<file path="config.mk">
export PLATFORM = sky130hd
export DESIGN_NAME = dac_frame_sched
export DESIGN_NICKNAME = d
export VERILOG_FILES = /design/src/rtl/dac_frame_sched_pkg.sv /design/src/rtl/dac_frame_sched_rate_tick.sv /design/src/rtl/dac_frame_sched.sv
export SDC_FILE = /design/constraint.sdc
export NUM_CORES = 1
export LEC_CHECK = 0
export CAP_MARGIN = 25
export CELL_PAD_IN_SITES_DETAIL_PLACEMENT = 0
export CELL_PAD_IN_SITES_GLOBAL_PLACEMENT = 1
export CORE_UTILIZATION = 35
export CTS_CLUSTER_SIZE = 24
export DETAILED_ROUTE_END_ITERATION = 7
export GPL_TIMING_DRIVEN = 0
export HOLD_SLACK_MARGIN = 0.08
export PLACE_DENSITY_LB_ADDON = 0.15
export SLEW_MARGIN = 20
export SYNTH_ARGS = -nofsm -noshare
export SYNTH_HDL_FRONTEND = slang
export SYNTH_SLANG_ARGS = --single-unit
</file>
<file path="constraint.sdc">
create_clock -name clk -period 1.8 [get_ports clk]
set_input_delay 0.18 -clock clk [delete_from_list [all_inputs] [get_ports clk]]
set_output_delay 0.18 -clock clk [all_outputs]
set_load 0.02 [all_outputs]
</file>
<file path="src/rtl/dac_frame_sched_pkg.sv">
// Shared definitions for the 2-channel SPI DAC frame scheduler.
// Covers the command word bit positions, the FSM state encoding and the command word builder.
// There is no logic here, so it adds no latency and no flow control.
package dac_frame_sched_pkg;

  // Bit positions in the 16-bit MCP4912-style command word.
  localparam int CMD_CH     = 15;
  localparam int CMD_BUF    = 14;
  localparam int CMD_GA_N   = 13;
  localparam int CMD_SHDN_N = 12;
  localparam int DATA_MSB   = 11;
  localparam int DATA_LSB   = 2;

  typedef enum logic [3:0] {
    ST_IDLE    = 4'd0,
    ST_CAPTURE = 4'd1,
    ST_START_A = 4'd2,
    ST_WLO_A   = 4'd3,
    ST_WHI_A   = 4'd4,
    ST_START_B = 4'd5,
    ST_WLO_B   = 4'd6,
    ST_WHI_B   = 4'd7,
    ST_LDAC    = 4'd8
  } state_e;

  // Build a command word. The buffer is always off and the channel is never shut down.
  function automatic logic [15:0] dac_word(input logic       ch,
                                           input logic       gain_2x,
                                           input logic [9:0] sample);
    logic [15:0] w;
    w                     = '0;
    w[CMD_CH]             = ch;
    w[CMD_BUF]            = 1'b0;
    w[CMD_GA_N]           = ~gain_2x;
    w[CMD_SHDN_N]         = 1'b1;
    w[DATA_MSB:DATA_LSB]  = sample;
    return w;
  endfunction

endpackage

</file>
<file path="src/rtl/dac_frame_sched_rate_tick.sv">
// Frame-rate pacer: one-cycle tick every CLK_HZ/SAMPLE_HZ clocks. It is free-running and ignores enables.
// Latency: the first tick comes DIV-1 clocks after reset release, and every DIV clocks after that.
// Backpressure: none. Nobody can stall the tick, so a late consumer sees the pulse as dropped.
// Ports: clk, rst_n (async active-low), tick (out, 1 clk pulse when count == DIV-1).
module rate_tick #(
  parameter int CLK_HZ    = 12_000_000,
  parameter int SAMPLE_HZ = 20_000
) (
  input  logic clk,
  input  logic rst_n,
  output logic tick
);

  localparam int DIV = CLK_HZ / SAMPLE_HZ;
  localparam int CW  = (DIV > 1) ? $clog2(DIV) : 1;
  localparam logic [CW-1:0] LAST = CW'(DIV - 1);

  logic [CW-1:0] count_q, count_d;

  always_comb begin
    tick    = (count_q == LAST);
    count_d = tick ? '0 : count_q + CW'(1);
  end

  always_ff @(posedge clk or negedge rst_n) begin
    if (!rst_n) begin
      count_q <= '0;
    end else begin
      count_q <= count_d;
    end
  end

endmodule

</file>
<file path="src/rtl/dac_frame_sched.sv">
// Frame scheduler for a 2-channel SPI DAC. Each frame sends one A word and one B word to dac_spi, then pulses ldac_n.
// Latency: a_ready/b_ready 1 clk after tick, and the first spi_start 2 clks after tick.
// Backpressure: samples are taken only in CAPTURE, and a missing sample repeats the held value.
// A tick that arrives mid-frame is dropped and flagged as overrun.
// Ports: clk, rst_n (async active-low), en; a_/b_ valid/data/ready (sample inputs);
//        spi_start/spi_data/spi_cs (dac_spi handshake); ldac_n (latch strobe);
//        clr_flags, overrun, spi_err (sticky status).
module dac_frame_sched
  import dac_frame_sched_pkg::*;
#(
  parameter int CLK_HZ      = 12_000_000,
  parameter int SAMPLE_HZ   = 20_000,
  parameter int GAIN_2X     = 1,
  parameter int CS_TIMEOUT  = 64,
  parameter int LDAC_CYCLES = 4
) (
  input  logic        clk,
  input  logic        rst_n,
  input  logic        en,
  input  logic        a_valid,
  input  logic [9:0]  a_data,
  output logic        a_ready,
  input  logic        b_valid,
  input  logic [9:0]  b_data,
  output logic        b_ready,
  output logic        spi_start,
  output logic [15:0] spi_data,
  input  logic        spi_cs,
  output logic        ldac_n,
  input  logic        clr_flags,
  output logic        overrun,
  output logic        spi_err
);

  // One counter serves both the cs-low timeout and the ldac pulse width. The two never overlap.
  localparam int CNT_MAX = (CS_TIMEOUT > LDAC_CYCLES) ? CS_TIMEOUT : LDAC_CYCLES;
  localparam int CNT_W   = $clog2(CNT_MAX + 1);
  localparam logic [CNT_W-1:0] CS_LAST   = CNT_W'(CS_TIMEOUT - 1);
  localparam logic [CNT_W-1:0] LDAC_LAST = CNT_W'(LDAC_CYCLES - 1);
  localparam logic             GAIN_BIT  = (GAIN_2X != 0);

  state_e            state_q, state_d;
  logic [9:0]        hold_a_q, hold_a_d;
  logic [9:0]        hold_b_q, hold_b_d;
  logic [15:0]       spi_data_q, spi_data_d;
  logic [CNT_W-1:0]  cnt_q, cnt_d;
  logic              overrun_q, overrun_d;
  logic              spi_err_q, spi_err_d;
  logic              tick;
  logic              err_set;

  rate_tick #(
    .CLK_HZ    (CLK_HZ),
    .SAMPLE_HZ (SAMPLE_HZ)
  ) u_rate_tick (
    .clk   (clk),
    .rst_n (rst_n),
    .tick  (tick)
  );

  always_comb begin
    state_d    = state_q;
    hold_a_d   = hold_a_q;
    hold_b_d   = hold_b_q;
    spi_data_d = spi_data_q;
    cnt_d      = cnt_q;
    a_ready    = 1'b0;
    b_ready    = 1'b0;
    spi_start  = 1'b0;
    ldac_n     = 1'b1;
    err_set    = 1'b0;

    unique case (state_q)
      ST_IDLE: begin
        if (tick && en) state_d = ST_CAPTURE;
      end
      ST_CAPTURE: begin
        if (a_valid) begin
          hold_a_d = a_data;
          a_ready  = 1'b1;
        end
        if (b_valid) begin
          hold_b_d = b_data;
          b_ready  = 1'b1;
        end
        // Load the word one clock early so that it is already on spi_data when spi_start fires.
        spi_data_d = dac_word(1'b0, GAIN_BIT, hold_a_d);
        state_d    = ST_START_A;
      end
      ST_START_A: begin
        spi_start = 1'b1;
        cnt_d     = '0;
        state_d   = ST_WLO_A;
      end
      ST_WLO_A: begin
        if (!spi_cs) begin
          state_d = ST_WHI_A;
        end else if (cnt_q == CS_LAST) begin
          err_set = 1'b1;
          state_d = ST_IDLE;
        end else begin
          cnt_d = cnt_q + CNT_W'(1);
        end
      end
      ST_WHI_A: begin
        if (spi_cs) begin
          spi_data_d = dac_word(1'b1, GAIN_BIT, hold_b_q);
          state_d    = ST_START_B;
        end
      end
      ST_START_B: begin
        spi_start = 1'b1;
        cnt_d     = '0;
        state_d   = ST_WLO_B;
      end
      ST_WLO_B: begin
        if (!spi_cs) begin
          state_d = ST_WHI_B;
        end else if (cnt_q == CS_LAST) begin
          err_set = 1'b1;
          state_d = ST_IDLE;
        end else begin
          cnt_d = cnt_q + CNT_W'(1);
        end
      end
      ST_WHI_B: begin
        if (spi_cs) begin
          cnt_d   = '0;
          state_d = ST_LDAC;
        end
      end
      ST_LDAC: begin
        ldac_n = 1'b0;
        if (cnt_q == LDAC_LAST) begin
          state_d = ST_IDLE;
        end else begin
          cnt_d = cnt_q + CNT_W'(1);
        end
      end
      default: begin
        state_d = ST_IDLE;
      end
    endcase

    // Sticky flags. A set condition in the same clock as clr_flags wins.
    overrun_d = overrun_q;
    if (clr_flags) overrun_d = 1'b0;
    if (tick && (state_q != ST_IDLE)) overrun_d = 1'b1;

    spi_err_d = spi_err_q;
    if (clr_flags) spi_err_d = 1'b0;
    if (err_set) spi_err_d = 1'b1;
  end

  always_ff @(posedge clk or negedge rst_n) begin
    if (!rst_n) begin
      state_q    <= ST_IDLE;
      hold_a_q   <= '0;
      hold_b_q   <= '0;
      spi_data_q <= '0;
      cnt_q      <= '0;
      overrun_q  <= 1'b0;
      spi_err_q  <= 1'b0;
    end else begin
      state_q    <= state_d;
      hold_a_q   <= hold_a_d;
      hold_b_q   <= hold_b_d;
      spi_data_q <= spi_data_d;
      cnt_q      <= cnt_d;
      overrun_q  <= overrun_d;
      spi_err_q  <= spi_err_d;
    end
  end

  assign spi_data = spi_data_q;
  assign overrun  = overrun_q;
  assign spi_err  = spi_err_q;

endmodule

</file>
==> flow_metrics.tcl, run 1 <==
set metrics [dict create \
    drt_wl_total_microns 6450 \
    synth_edf_count 0 \
    async_reset_ff_share_pct 100 \
    status "finished, final reports clean" \
    path_class "flop to primary output" \
    internal-power_mw 3.23 \
    rsz0062_at_grt "yes" \
    drt_iter0_markers 92 \
    core_area_sq_um 7770 \
    final_nets 381 \
    ys.flop_type "dfrtp_1" \
    cts_max_level 2 \
    skew_ns 0.00582 \
    dpl.cell_count 429 \
    finalHoldViolCount 0 \
    path_cells "buf_6, nand2b_4, nor3_4, nand2_2, buf_6, inv_1, buf_4" \
    crit_path_start_kind "flop" \
    dp_hpwl_microns 4570 \
    cts_tree "yes" \
    power.switching_mw 1.95 \
    cpPeakStageDelay_ns 0.39 \
    drive_gt1_share_pct 22.4 \
    syn_to_final_growth_pct 32.6 \
    leakage_nw 1.67 \
    setup_viol 0 \
    dieWidth_microns 92.1 \
    cp_max_fo 10 \
    p_total_mw 5.18 \
    grt_pass1_vias 2042 \
    root_buffer "clkbuf_8" \
    final_cell_mix "dfrtp_1 (52), clkdlybuf4s50_1 (39), o21ai_0 (29), nand2_1 (29), nor2_1 (25)" \
    dr.pass1.iters 4 \
    drv_slew 0 \
    syn_area_sq_um 2840 \
    clock_power_share_pct 16.5 \
    ant_nets 0 \
    hold_class "input port to async pin" \
    io_buffers 44 \
    cp.required_ns 1.62 \
    avgSynthCellArea_sq_um 10.2 \
    fin_cells 455 \
    max_freq_mhz 564 \
    gp_congestion 0.759 \
    power_frac_seq_pct 35.4 \
    synthDistinctLibCells 55 \
    clock_latency_ns 0.31 \
    cp_top_family "buffers and inverters" \
    rows 32 \
    clkTransAtPathRegs_ns 0.10 \
    syn_inst 279 \
    finalCritPeriodShare_pct 98.5 \
    grt-ovfl-total 0 \
    ys_seq_elements 55 \
    vias_per_cell 4.81 \
    io_pins 49 \
    power_density_nw_per_um2 1380 \
    maxCapViolCount 0 \
    cp.arrival_ns 1.59 \
    ir_drop_v 0.000763 \
    vias 2189 \
    layout_min_cycle_time_ns 1.77 \
    cts_sinks 55 \
    grt_use_total_pct 15.9 \
    cp.buffers_inverters 4 \
    crit_slowest_cell "dfrtp_1" \
    die_h_microns 92.1 \
    cts_buffer_depth 2 \
    crit_path_end_kind "primary output" \
    initial_core_util_pct 36.5 \
    grt_max_degree 44 \
    drc 0 \
    post_drt_wl_per_cell_microns 14.2 \
    die-area_sq_um 8480 \
    antenna_found_initial 0 \
    insertedDiodeCount 0 \
    mostFrequentLayoutCell "dfrtp_1" \
    yosysWarnings 0 \
    grt_pass1_wl_microns 10500 \
    swShare_pct 37.6 \
    cts_buffers 5 \
    critPathMostFrequentCell "buf_6" \
    comb_power_share_pct 48.1 \
    ys_seq_area_share_pct 48.5 \
]
## worst paths after layout
check                                               from                       end  slack [ns]  cells past startpoint
worst max-delay path              state_q[1]$_DFFE_PN0P_                   b_ready        0.03                      7
min in group clk                               b_data[5]   hold_b_q[5]$_DFFE_PN0P_        0.46                      2
worst max register to register      cnt_q[1]$_DFFE_PN0P_      cnt_q[1]$_DFFE_PN0P_        0.05                      6
worst min-delay path                               rst_n       spi_err$_DFFE_PN0P_        0.26                      2
worst min register to register  spi_data[12]$_DFFE_PN0P_  spi_data[12]$_DFFE_PN0P_        0.47                      1
max in group asynchronous                          rst_n    state_q[2]$_DFFE_PN0P_        1.06                      3
## cells by family after synthesis
family | count (synthesis) | synth area share (%)
buf+inv | 23 | 4.54
other cells | 1 | 0.132
flops | 55 | 48.5
simple gates | 99 | 18.6
mux | 24 | 9.30
xor+xnor | 8 | 2.73
fa+ha+maj | 2 | 0.881
compound gates | 67 | 15.3
## worst register-to-register path, stage by stage (launching register included)
cell and delay [ns]:
dfrtp_1 0.41, ha_4 0.18, nand4b_1 0.12, o221a_2 0.30, a31oi_1 0.14, o22a_2 0.20
mux2_4 0.30
## state kept, by name (all words and copies together) (netlist names)
name                 flops
hold_b_q                10
hold_a_q                10
state_q                  4
overrun                  1
spi_err                  1
cnt_q                    7
u_rate_tick.count_q     10
spi_data                12
## layer usage
metal  GRT usage (%)  wire length [microns]
met1            24.6                   3380
met2            22.7                   2870
met3            2.90                    161
met4            3.52                     34
met5               0                      0
## synth_stat cells (3+ instances only)
master    instances  area share [%]
nand2b_1          5             1.1
o21ai_0          30             5.3
nor2b_1           7             1.5
clkbuf_1          6            0.79
xor2_1            4             1.2
and3_1            5             1.1
dfrtp_1          55              48
inv_1             4            0.53
xnor2_1           3            0.93
buf_2             4            0.71
o31ai_2           3             1.3
nand3_1           8             1.4
nor2_1           25             3.3
mux2_1            9             3.6
nor3_1            3            0.53
nand2_1          30             4.0
mux2i_1          11             3.9
buf_6             3             1.2
a21oi_1          15             2.6
buf_4             4             1.1
## cell type report
type                    count  area, sq um
fillers                   777         4000
multi-input cells         204         1390
flip-flops and latches     55         1380
repair buffers             63          596
plain buffers              19          144
well taps                 102          128
clock buffers               5         68.8
clock inverters             3         47.5
inverters                   4         15.0
## stage by stage
step                      TNS (ns)  hold slack [ns]  cell area [sq um]  setup slack, ns  util [%]
final                            0            0.258               3760           0.0264      48.5
after global routing        -0.254            0.262               3760          -0.0846      48.5
after CTS                 -0.00804            0.256               3640         -0.00804      46.9
after detailed placement     -3.79           0.0544               3440           -0.478      44.3
after global placement      -75.47            0.449               3420            -1.31      44.0
after floorplan                  0           -0.116               2850            0.103         -
## power groups by stage
stage	combinational [mW]	sequential, mW	clock (mW)
floorplan	1.41	1.97	0
global placement	2.24	1.86	0
detailed placement	2.27	1.87	0
CTS	2.44	1.83	0.890
global route	2.74	1.89	0.930
finish	2.49	1.83	0.853
## repair_timing
item	4_1_cts	5_1_grt
hold buffers	1	0
pin swaps	2	9
buffers inserted	7	9
resized for setup	27	18
gates cloned	0	1
endpoints found under the hold margin	55	0
setup endpoints to repair	21	33
Power figures use the tool's default switching activity.
==> run 2, diff against run 1 <==
Settings changed: CAP_MARGIN 25 to 20, CTS_CLUSTER_DIAMETER set to 80.
==> results of run 2 <==
The final DEF is identical to that of run 1; final timing and power are the same.
